===== src/rtl/fpu_mul_seq_if.sv =====
// fpu_mul_seq_if: enable/ready handshake bundle between a solver FSM (master) and the multiplier (slave).
interface fpu_mul_seq_if;
   logic        rst;
   logic        enable;
   logic [1:0]  rmode;
   logic [2:0]  fpu_op;
   logic [63:0] opa;
   logic [63:0] opb;
   logic [63:0] out;
   logic        ready;
   logic        overflow;
   logic        underflow;
   logic        inexact;
   logic        invalid;
   logic        exception;
   modport master (
      output rst, enable, rmode, fpu_op, opa, opb,
      input  out, ready, overflow, underflow, inexact, invalid, exception
   );
   modport slave (
      input  rst, enable, rmode, fpu_op, opa, opb,
      output out, ready, overflow, underflow, inexact, invalid, exception
   );
endinterface


===== src/rtl/fpu_mul_seq.sv =====
// fpu_mul_seq: fixed-latency binary64 multiplier, shift-add significand, BITS_PER_CYCLE bits per MULT cycle.
module fpu_mul_seq #(
   parameter int         BITS_PER_CYCLE = 1,
   parameter logic [2:0] OP_CODE        = 3'd2
) (
   input logic          clk,
   input logic          reset_n,
   fpu_mul_seq_if.slave bus
);
   localparam int K  = 54 / BITS_PER_CYCLE;
   localparam int CW = $clog2(K + 1);
   typedef enum logic [2:0] {S_IDLE, S_UNPACK, S_MULT, S_NORM, S_ROUND, S_DONE} state_t;
   state_t             r_state, w_next;
   logic [CW-1:0]      r_cnt;
   logic [63:0]        r_opa, r_opb;
   logic [2:0]         r_op;
   logic [1:0]         r_rmode;
   logic               r_sign, r_special, r_spec_inv;
   logic [63:0]        r_spec_val;
   logic signed [12:0] r_exp;
   logic [105:0]       r_mc, r_acc;
   logic [53:0]        r_mb;
   logic [52:0]        r_man;
   logic               r_g, r_s;
   logic [63:0]        r_out;
   logic               r_ready, r_ov, r_un, r_ix, r_inv;
   logic [10:0]        w_ea, w_eb;
   logic [51:0]        w_fa, w_fb;
   logic               w_za, w_zb, w_infa, w_infb, w_nana, w_nanb, w_inv, w_special;
   logic [63:0]        w_spec_val;
   logic [105:0]       w_pp;
   logic [52:0]        w_nman;
   logic               w_ng, w_ns;
   logic signed [12:0] w_nexp;
   logic               w_inc, w_rx, w_under, w_over, w_ovinf;
   logic [53:0]        w_rsum;
   logic signed [12:0] w_rexp;
   logic [51:0]        w_rfrac;
   logic [63:0]        w_ov_val;
   assign w_ea       = r_opa[62:52];
   assign w_eb       = r_opb[62:52];
   assign w_fa       = r_opa[51:0];
   assign w_fb       = r_opb[51:0];
   assign w_za       = w_ea == 11'd0;
   assign w_zb       = w_eb == 11'd0;
   assign w_infa     = (w_ea == 11'h7FF) && (w_fa == 52'd0);
   assign w_infb     = (w_eb == 11'h7FF) && (w_fb == 52'd0);
   assign w_nana     = (w_ea == 11'h7FF) && (w_fa != 52'd0);
   assign w_nanb     = (w_eb == 11'h7FF) && (w_fb != 52'd0);
   assign w_inv      = w_nana | w_nanb | (w_infa & w_zb) | (w_za & w_infb) | (r_op != OP_CODE);
   assign w_special  = w_inv | w_infa | w_infb | w_za | w_zb;
   assign w_spec_val = w_inv ? 64'h7FF8000000000000 :
                       (w_infa | w_infb) ? {r_opa[63] ^ r_opb[63], 11'h7FF, 52'd0} :
                       {r_opa[63] ^ r_opb[63], 63'd0};
   assign w_pp       = r_mc * 106'(r_mb[BITS_PER_CYCLE-1:0]);
   // Product of two [1,2) significands lies in [1,4): bit 105 selects a one-place normalising shift.
   assign w_nman     = r_acc[105] ? r_acc[105:53] : r_acc[104:52];
   assign w_ng       = r_acc[105] ? r_acc[52] : r_acc[51];
   assign w_ns       = r_acc[105] ? |r_acc[51:0] : |r_acc[50:0];
   assign w_nexp     = r_exp + (r_acc[105] ? 13'sd1 : 13'sd0);
   assign w_rx       = r_g | r_s;
   assign w_inc      = (r_rmode == 2'd0) ? (r_g & (r_s | r_man[0])) :
                       (r_rmode == 2'd2) ? (~r_sign & w_rx) :
                       (r_rmode == 2'd3) ? (r_sign & w_rx) : 1'b0;
   assign w_rsum     = {1'b0, r_man} + {53'd0, w_inc};
   assign w_rexp     = r_exp + (w_rsum[53] ? 13'sd1 : 13'sd0);
   assign w_rfrac    = w_rsum[53] ? w_rsum[52:1] : w_rsum[51:0];
   assign w_under    = r_exp < 13'sd1;
   assign w_over     = w_rexp > 13'sd2046;
   assign w_ovinf    = (r_rmode == 2'd0) | ((r_rmode == 2'd2) & ~r_sign) | ((r_rmode == 2'd3) & r_sign);
   assign w_ov_val   = w_ovinf ? {r_sign, 11'h7FF, 52'd0} : {r_sign, 11'h7FE, {52{1'b1}}};
   always_ff @(posedge clk or negedge reset_n)
      if (!reset_n) r_state <= S_IDLE;
      else          r_state <= w_next;
   always_comb begin
      w_next = r_state;
      case (r_state)
         S_IDLE:   w_next = bus.enable ? S_UNPACK : S_IDLE;
         S_UNPACK: w_next = S_MULT;
         S_MULT:   w_next = (r_cnt == CW'(K - 1)) ? S_NORM : S_MULT;
         S_NORM:   w_next = S_ROUND;
         S_ROUND:  w_next = S_DONE;
         default:  w_next = r_state;
      endcase
      if (bus.rst) w_next = S_IDLE;
   end
   always_ff @(posedge clk or negedge reset_n) begin
      if (!reset_n) begin
         r_cnt <= '0;
         r_opa <= '0;
         r_opb <= '0;
         r_op <= '0;
         r_rmode <= '0;
         r_sign <= 1'b0;
         r_special <= 1'b0;
         r_spec_inv <= 1'b0;
         r_spec_val <= '0;
         r_exp <= '0;
         r_mc <= '0;
         r_acc <= '0;
         r_mb <= '0;
         r_man <= '0;
         r_g <= 1'b0;
         r_s <= 1'b0;
         r_out <= '0;
         r_ready <= 1'b0;
         r_ov <= 1'b0;
         r_un <= 1'b0;
         r_ix <= 1'b0;
         r_inv <= 1'b0;
      end else if (bus.rst) begin
         r_out <= '0;
         r_ready <= 1'b0;
         r_ov <= 1'b0;
         r_un <= 1'b0;
         r_ix <= 1'b0;
         r_inv <= 1'b0;
      end else begin
         case (r_state)
            S_IDLE: if (bus.enable) begin
               r_opa <= bus.opa;
               r_opb <= bus.opb;
               r_op <= bus.fpu_op;
               r_rmode <= bus.rmode;
            end
            S_UNPACK: begin
               r_sign <= r_opa[63] ^ r_opb[63];
               r_special <= w_special;
               r_spec_inv <= w_inv;
               r_spec_val <= w_spec_val;
               r_exp <= $signed({2'b00, w_ea}) + $signed({2'b00, w_eb}) - 13'sd1023;
               r_mc <= {53'd0, 1'b1, w_fa};
               r_mb <= {2'b01, w_fb};
               r_acc <= '0;
               r_cnt <= '0;
            end
            S_MULT: begin
               r_acc <= r_acc + w_pp;
               r_mc <= r_mc << BITS_PER_CYCLE;
               r_mb <= r_mb >> BITS_PER_CYCLE;
               r_cnt <= r_cnt + 1'b1;
            end
            S_NORM: begin
               r_man <= w_nman;
               r_g <= w_ng;
               r_s <= w_ns;
               r_exp <= w_nexp;
            end
            S_ROUND: begin
               // Specials were resolved at unpack but still ride the full pipeline to keep latency fixed.
               r_out <= r_special ? r_spec_val : w_under ? {r_sign, 63'd0} :
                        w_over ? w_ov_val : {r_sign, w_rexp[10:0], w_rfrac};
               r_inv <= r_special & r_spec_inv;
               r_un <= ~r_special & w_under;
               r_ov <= ~r_special & ~w_under & w_over;
               r_ix <= ~r_special & (w_under | w_over | w_rx);
               r_ready <= 1'b1;
            end
            default: ;
         endcase
      end
   end
   assign bus.out       = r_out;
   assign bus.ready     = r_ready;
   assign bus.overflow  = r_ov;
   assign bus.underflow = r_un;
   assign bus.inexact   = r_ix;
   assign bus.invalid   = r_inv;
   assign bus.exception = r_ov | r_un | r_inv;
endmodule

===== src/flat_wrapper.sv =====
// flat-port wrapper written by rule: the top's interface ports become plain ports
module fpu_mul_seq_flat 
#(
   parameter int         BITS_PER_CYCLE = 1,
   parameter logic [2:0] OP_CODE        = 3'd2
)
  (clk, reset_n, bus_rst, bus_enable, bus_rmode, bus_fpu_op, bus_opa, bus_opb, bus_out, bus_ready, bus_overflow, bus_underflow, bus_inexact, bus_invalid, bus_exception);
  fpu_mul_seq_if bus_i ();
  input logic clk;
  input logic reset_n;
  input wire logic [$bits(bus_i.rst)-1:0] bus_rst;
  input wire logic [$bits(bus_i.enable)-1:0] bus_enable;
  input wire logic [$bits(bus_i.rmode)-1:0] bus_rmode;
  input wire logic [$bits(bus_i.fpu_op)-1:0] bus_fpu_op;
  input wire logic [$bits(bus_i.opa)-1:0] bus_opa;
  input wire logic [$bits(bus_i.opb)-1:0] bus_opb;
  output wire logic [$bits(bus_i.out)-1:0] bus_out;
  output wire logic [$bits(bus_i.ready)-1:0] bus_ready;
  output wire logic [$bits(bus_i.overflow)-1:0] bus_overflow;
  output wire logic [$bits(bus_i.underflow)-1:0] bus_underflow;
  output wire logic [$bits(bus_i.inexact)-1:0] bus_inexact;
  output wire logic [$bits(bus_i.invalid)-1:0] bus_invalid;
  output wire logic [$bits(bus_i.exception)-1:0] bus_exception;
  assign bus_i.rst = bus_rst;
  assign bus_i.enable = bus_enable;
  assign bus_i.rmode = bus_rmode;
  assign bus_i.fpu_op = bus_fpu_op;
  assign bus_i.opa = bus_opa;
  assign bus_i.opb = bus_opb;
  assign bus_out = bus_i.out;
  assign bus_ready = bus_i.ready;
  assign bus_overflow = bus_i.overflow;
  assign bus_underflow = bus_i.underflow;
  assign bus_inexact = bus_i.inexact;
  assign bus_invalid = bus_i.invalid;
  assign bus_exception = bus_i.exception;
  fpu_mul_seq #(.BITS_PER_CYCLE(BITS_PER_CYCLE), .OP_CODE(OP_CODE)) u_core (.clk(clk), .reset_n(reset_n), .bus(bus_i));
endmodule

===== config.mk =====
export PLATFORM = sky130hd
export DESIGN_NAME = fpu_mul_seq_flat
export DESIGN_NICKNAME = d
export VERILOG_FILES = /design/src/rtl/fpu_mul_seq_if.sv /design/src/rtl/fpu_mul_seq.sv /design/src/flat_wrapper.sv
export SDC_FILE = /design/constraint.sdc
export NUM_CORES = 1
export LEC_CHECK = 0
export ABC_AREA = 1
export CAP_MARGIN = 20
export CORE_ASPECT_RATIO = 1.5
export CORE_MARGIN = 4
export CORE_UTILIZATION = 50
export DETAILED_ROUTE_END_ITERATION = 8
export HOLD_SLACK_MARGIN = 0.12
export PLACE_DENSITY = 0.81
export RECOVER_POWER = 100
export SYNTH_ARGS = -nofsm -noshare
export SYNTH_HDL_FRONTEND = slang
export SYNTH_SLANG_ARGS = --single-unit

===== constraint.sdc =====
create_clock -name clk -period 3.7 [get_ports clk]
set_clock_uncertainty 0.2 [all_clocks]
set_input_delay 0.555 -clock clk [delete_from_list [all_inputs] [get_ports clk]]
set_output_delay 0.555 -clock clk [all_outputs]
set_load 0.03 [all_outputs]

==> results_dict.tcl <==
set metrics [dict create \
    fin_nets 6194 \
    grt_use_total 0.321 \
    postLayoutSetupSlackWorst_ps -443 \
    ys.flop_type "dfrtp_1" \
    tightest_slew_ps 2280 \
    synth-edff-count 0 \
    post-dp-hpwl_um 104000 \
    overflow 0 \
    vias 37095 \
    ff2ff_path_depth 26 \
    drtIter0Drc 2967 \
    antenna_cells 0 \
    timing.fmax_ghz 0.241 \
    fillers 7075 \
    die_x_um 230 \
    hp-class "in -> reg" \
    arrival_ps 4490 \
    drv_cap 2 \
    clock_sink_count 549 \
    pre_cts_ws_ps -650 \
    io_pins 207 \
    dieArea_um2 78400 \
    htreeDepth 2 \
    die_height_um 341 \
    period_needed_ps 4140 \
    drc 0 \
    tritoncts "built" \
    avgViaCountPerCell 5.33 \
    synthArstFlopShare 1.00 \
    syn_avg_cell_area_um2 6.54 \
    r2r_slack_ps -440 \
    p_total_mw 28.2 \
    fin_crit_sh 1.12 \
    area_growth_pct 16.6 \
    ys_ff_latch 549 \
    hold_end "u_core.r_opb[23]" \
    status "complete, but fails checks" \
    yosys.area.top_type_share 0.372 \
    clk_latency_ps 660 \
    portBuffers 206 \
    clk_pin_slew_ps 70 \
    syn_inst 5651 \
    hold_viol_final 0 \
    root_buffer "clkbuf_16" \
    critPathLaunchType "flip-flop" \
    grt_max_degree 201 \
    regToRegStartpoint "u_core.r_sign" \
    synth_cell_types 50 \
    rsz0062_at_grt "yes" \
    critPathMaxFanout 13 \
    path_class "reg -> reg" \
    cp_common_cell "nor2_1" \
    yosysTopAreaCell "dfrtp_1" \
    syn_nets 5916 \
    yosysMostFrequentCell "nand2_1" \
    place_congestion 1.06 \
    slew_headroom -0.521 \
    drtPass1Iterations 5 \
    grt_pass1_vias 36505 \
    yosys-top-cells-area "dfrtp_1, nand2_1, inv_1" \
    clk_path_buf_depth 3 \
    slowest_delay_ps 380 \
    layout-drive-gt1-share 0.0596 \
    p_per_area_nw_per_um2 655 \
    maxSlewViolCount 168 \
    p_leak_nw 23.1 \
    synth_common_cells "nand2_1, inv_1, nor2_1" \
    numCtsBuffers 54 \
    ir_worst_vdd_mv 0.446 \
    hp-start "bus_opb[23]" \
    yosysWarnings 0 \
    required_ps 4040 \
    cp-end-kind "flip-flop" \
    antenna_found_initial 0 \
    netlist_area_um2 36900 \
    critPathSlowestCell "dfrtp_1" \
    yosysSeqAreaShare 0.372 \
    holdPathStages 3 \
    postRouteAntennaNets 0 \
    core_area_um2 73000 \
    grt_pass1_wl_um 199000 \
    wirelength_um 130000 \
    num_rows 121 \
    worstReg2RegEnd "u_core.bus.out[36]" \
    initial_core_util 0.506 \
    violations "capacitance limit, slew limit, setup timing" \
    final-setup-viol-count 67 \
    wire_per_inst_um 18.6 \
]
==> area by class of cell <==
cell class,count,area [um^2],share of cell area
well taps,984,1230,0.0286
repair buffers,398,3580,0.0832
clock inverters,31,403,0.00935
inverters,920,3470,0.0806
multi-input cells,4006,19200,0.445
flip-flops and latches,549,13700,0.319
clock buffers,69,1480,0.0343
==> how the worst max path moves through the flow <==
stage,start,end,slack (ps)
3_5_place_dp,u_core.r_sign,u_core.bus.out[40],-650
4_1_cts,u_core.r_sign,u_core.bus.out[53],-440
5_1_grt,u_core.r_sign,u_core.bus.out[36],-830
3_3_place_gp,u_core.r_sign,u_core.bus.out[48],-510
2_1_floorplan,u_core.r_rmode[1],u_core.bus.out[48],10
6_report,u_core.r_sign,u_core.bus.out[36],-440
==> logic make-up after synthesis <==
group,synth area share
AND/OR/NAND/NOR,0.310
buffers and inverters,0.114
AO/OA/AOI/OAI,0.136
flip-flops,0.372
adder cells (fa/ha/maj),0.0438
XOR/XNOR,0.0142
multiplexers,0.0101
==> report_power, final <==
part	switching, mW	internal, mW	total (mW)
sequential	1.84	8.01	9.85
clock	2.58	3.35	5.92
combinational	8.01	4.43	12.4
==> placed cells by master (no fill, tap or decap), types with 76 or more instances in the layout <==
master           netlist  final
nand2_1             1848   1845
inv_1                909    910
nor2_1               594    593
dfrtp_1              549    548
o21ai_0              398    400
a21oi_1              320    320
nand3_1              212    205
buf_4                  1    142
clkdlybuf4s50_1        0    134
ha_1                 126    122
nand4_1               76     76
==> registers in the layout, indices dropped and copies added, names as in the netlist, 2 cells and up <==
name	flops
u_core.r_state	3
u_core.r_man	53
u_core.r_cnt	6
u_core.r_mb	53
u_core.bus.out	64
u_core.r_mc	106
u_core.r_rmode	2
u_core.r_opa	64
u_core.r_acc	106
u_core.r_spec_val	3
u_core.r_op	3
u_core.r_exp	13
u_core.r_opb	64
==> routing by layer <==
metal | global-route usage | part of all wire | vias up
li1 | - | - | 18360
met1 | 0.349 | 0.37 | 17185
met2 | 0.575 | 0.50 | 1129
met3 | 0.0302 | 0.041 | 421
met4 | 0.244 | 0.096 | 0
met5 | 0 | 0 | -
==> what timing repair did <==
item	4_1_cts	5_1_grt
hold buffers	1	0
pin swaps	2	3
endpoints found under the hold margin	75	0
resized for setup	21	28
cloned	0	4
setup buffers	6	0
endpoints found under the setup margin	65	71
==> metrics by stage <==
step / cell area, um^2 / cells / hold WS [ps] / setup TNS [ps] / util
6_report: 43100 / 6957 / 270 / -25470 / 0.590
4_1_cts: 43100 / 6953 / 242 / -26260 / 0.591
5_1_grt: 43100 / 6957 / 261 / -89620 / 0.590
2_1_floorplan: 37000 / 5651 / 59.4 / 0 / -
3_5_place_dp: 41100 / 6846 / 266 / -35890 / 0.564
3_3_place_gp: 41100 / 6845 / 264 / -26880 / 0.564
==> worst max-delay path: cells and delay by family, from the launching register on <==
family | cells | cell delay [ps]
simple gates | 14 | 1650
xor+xnor | 2 | 380
buf+inv | 5 | 660
flops | 1 | 380
compound gates | 2 | 230
fa+ha+maj | 3 | 530
Power figures use the tool's default switching activity.
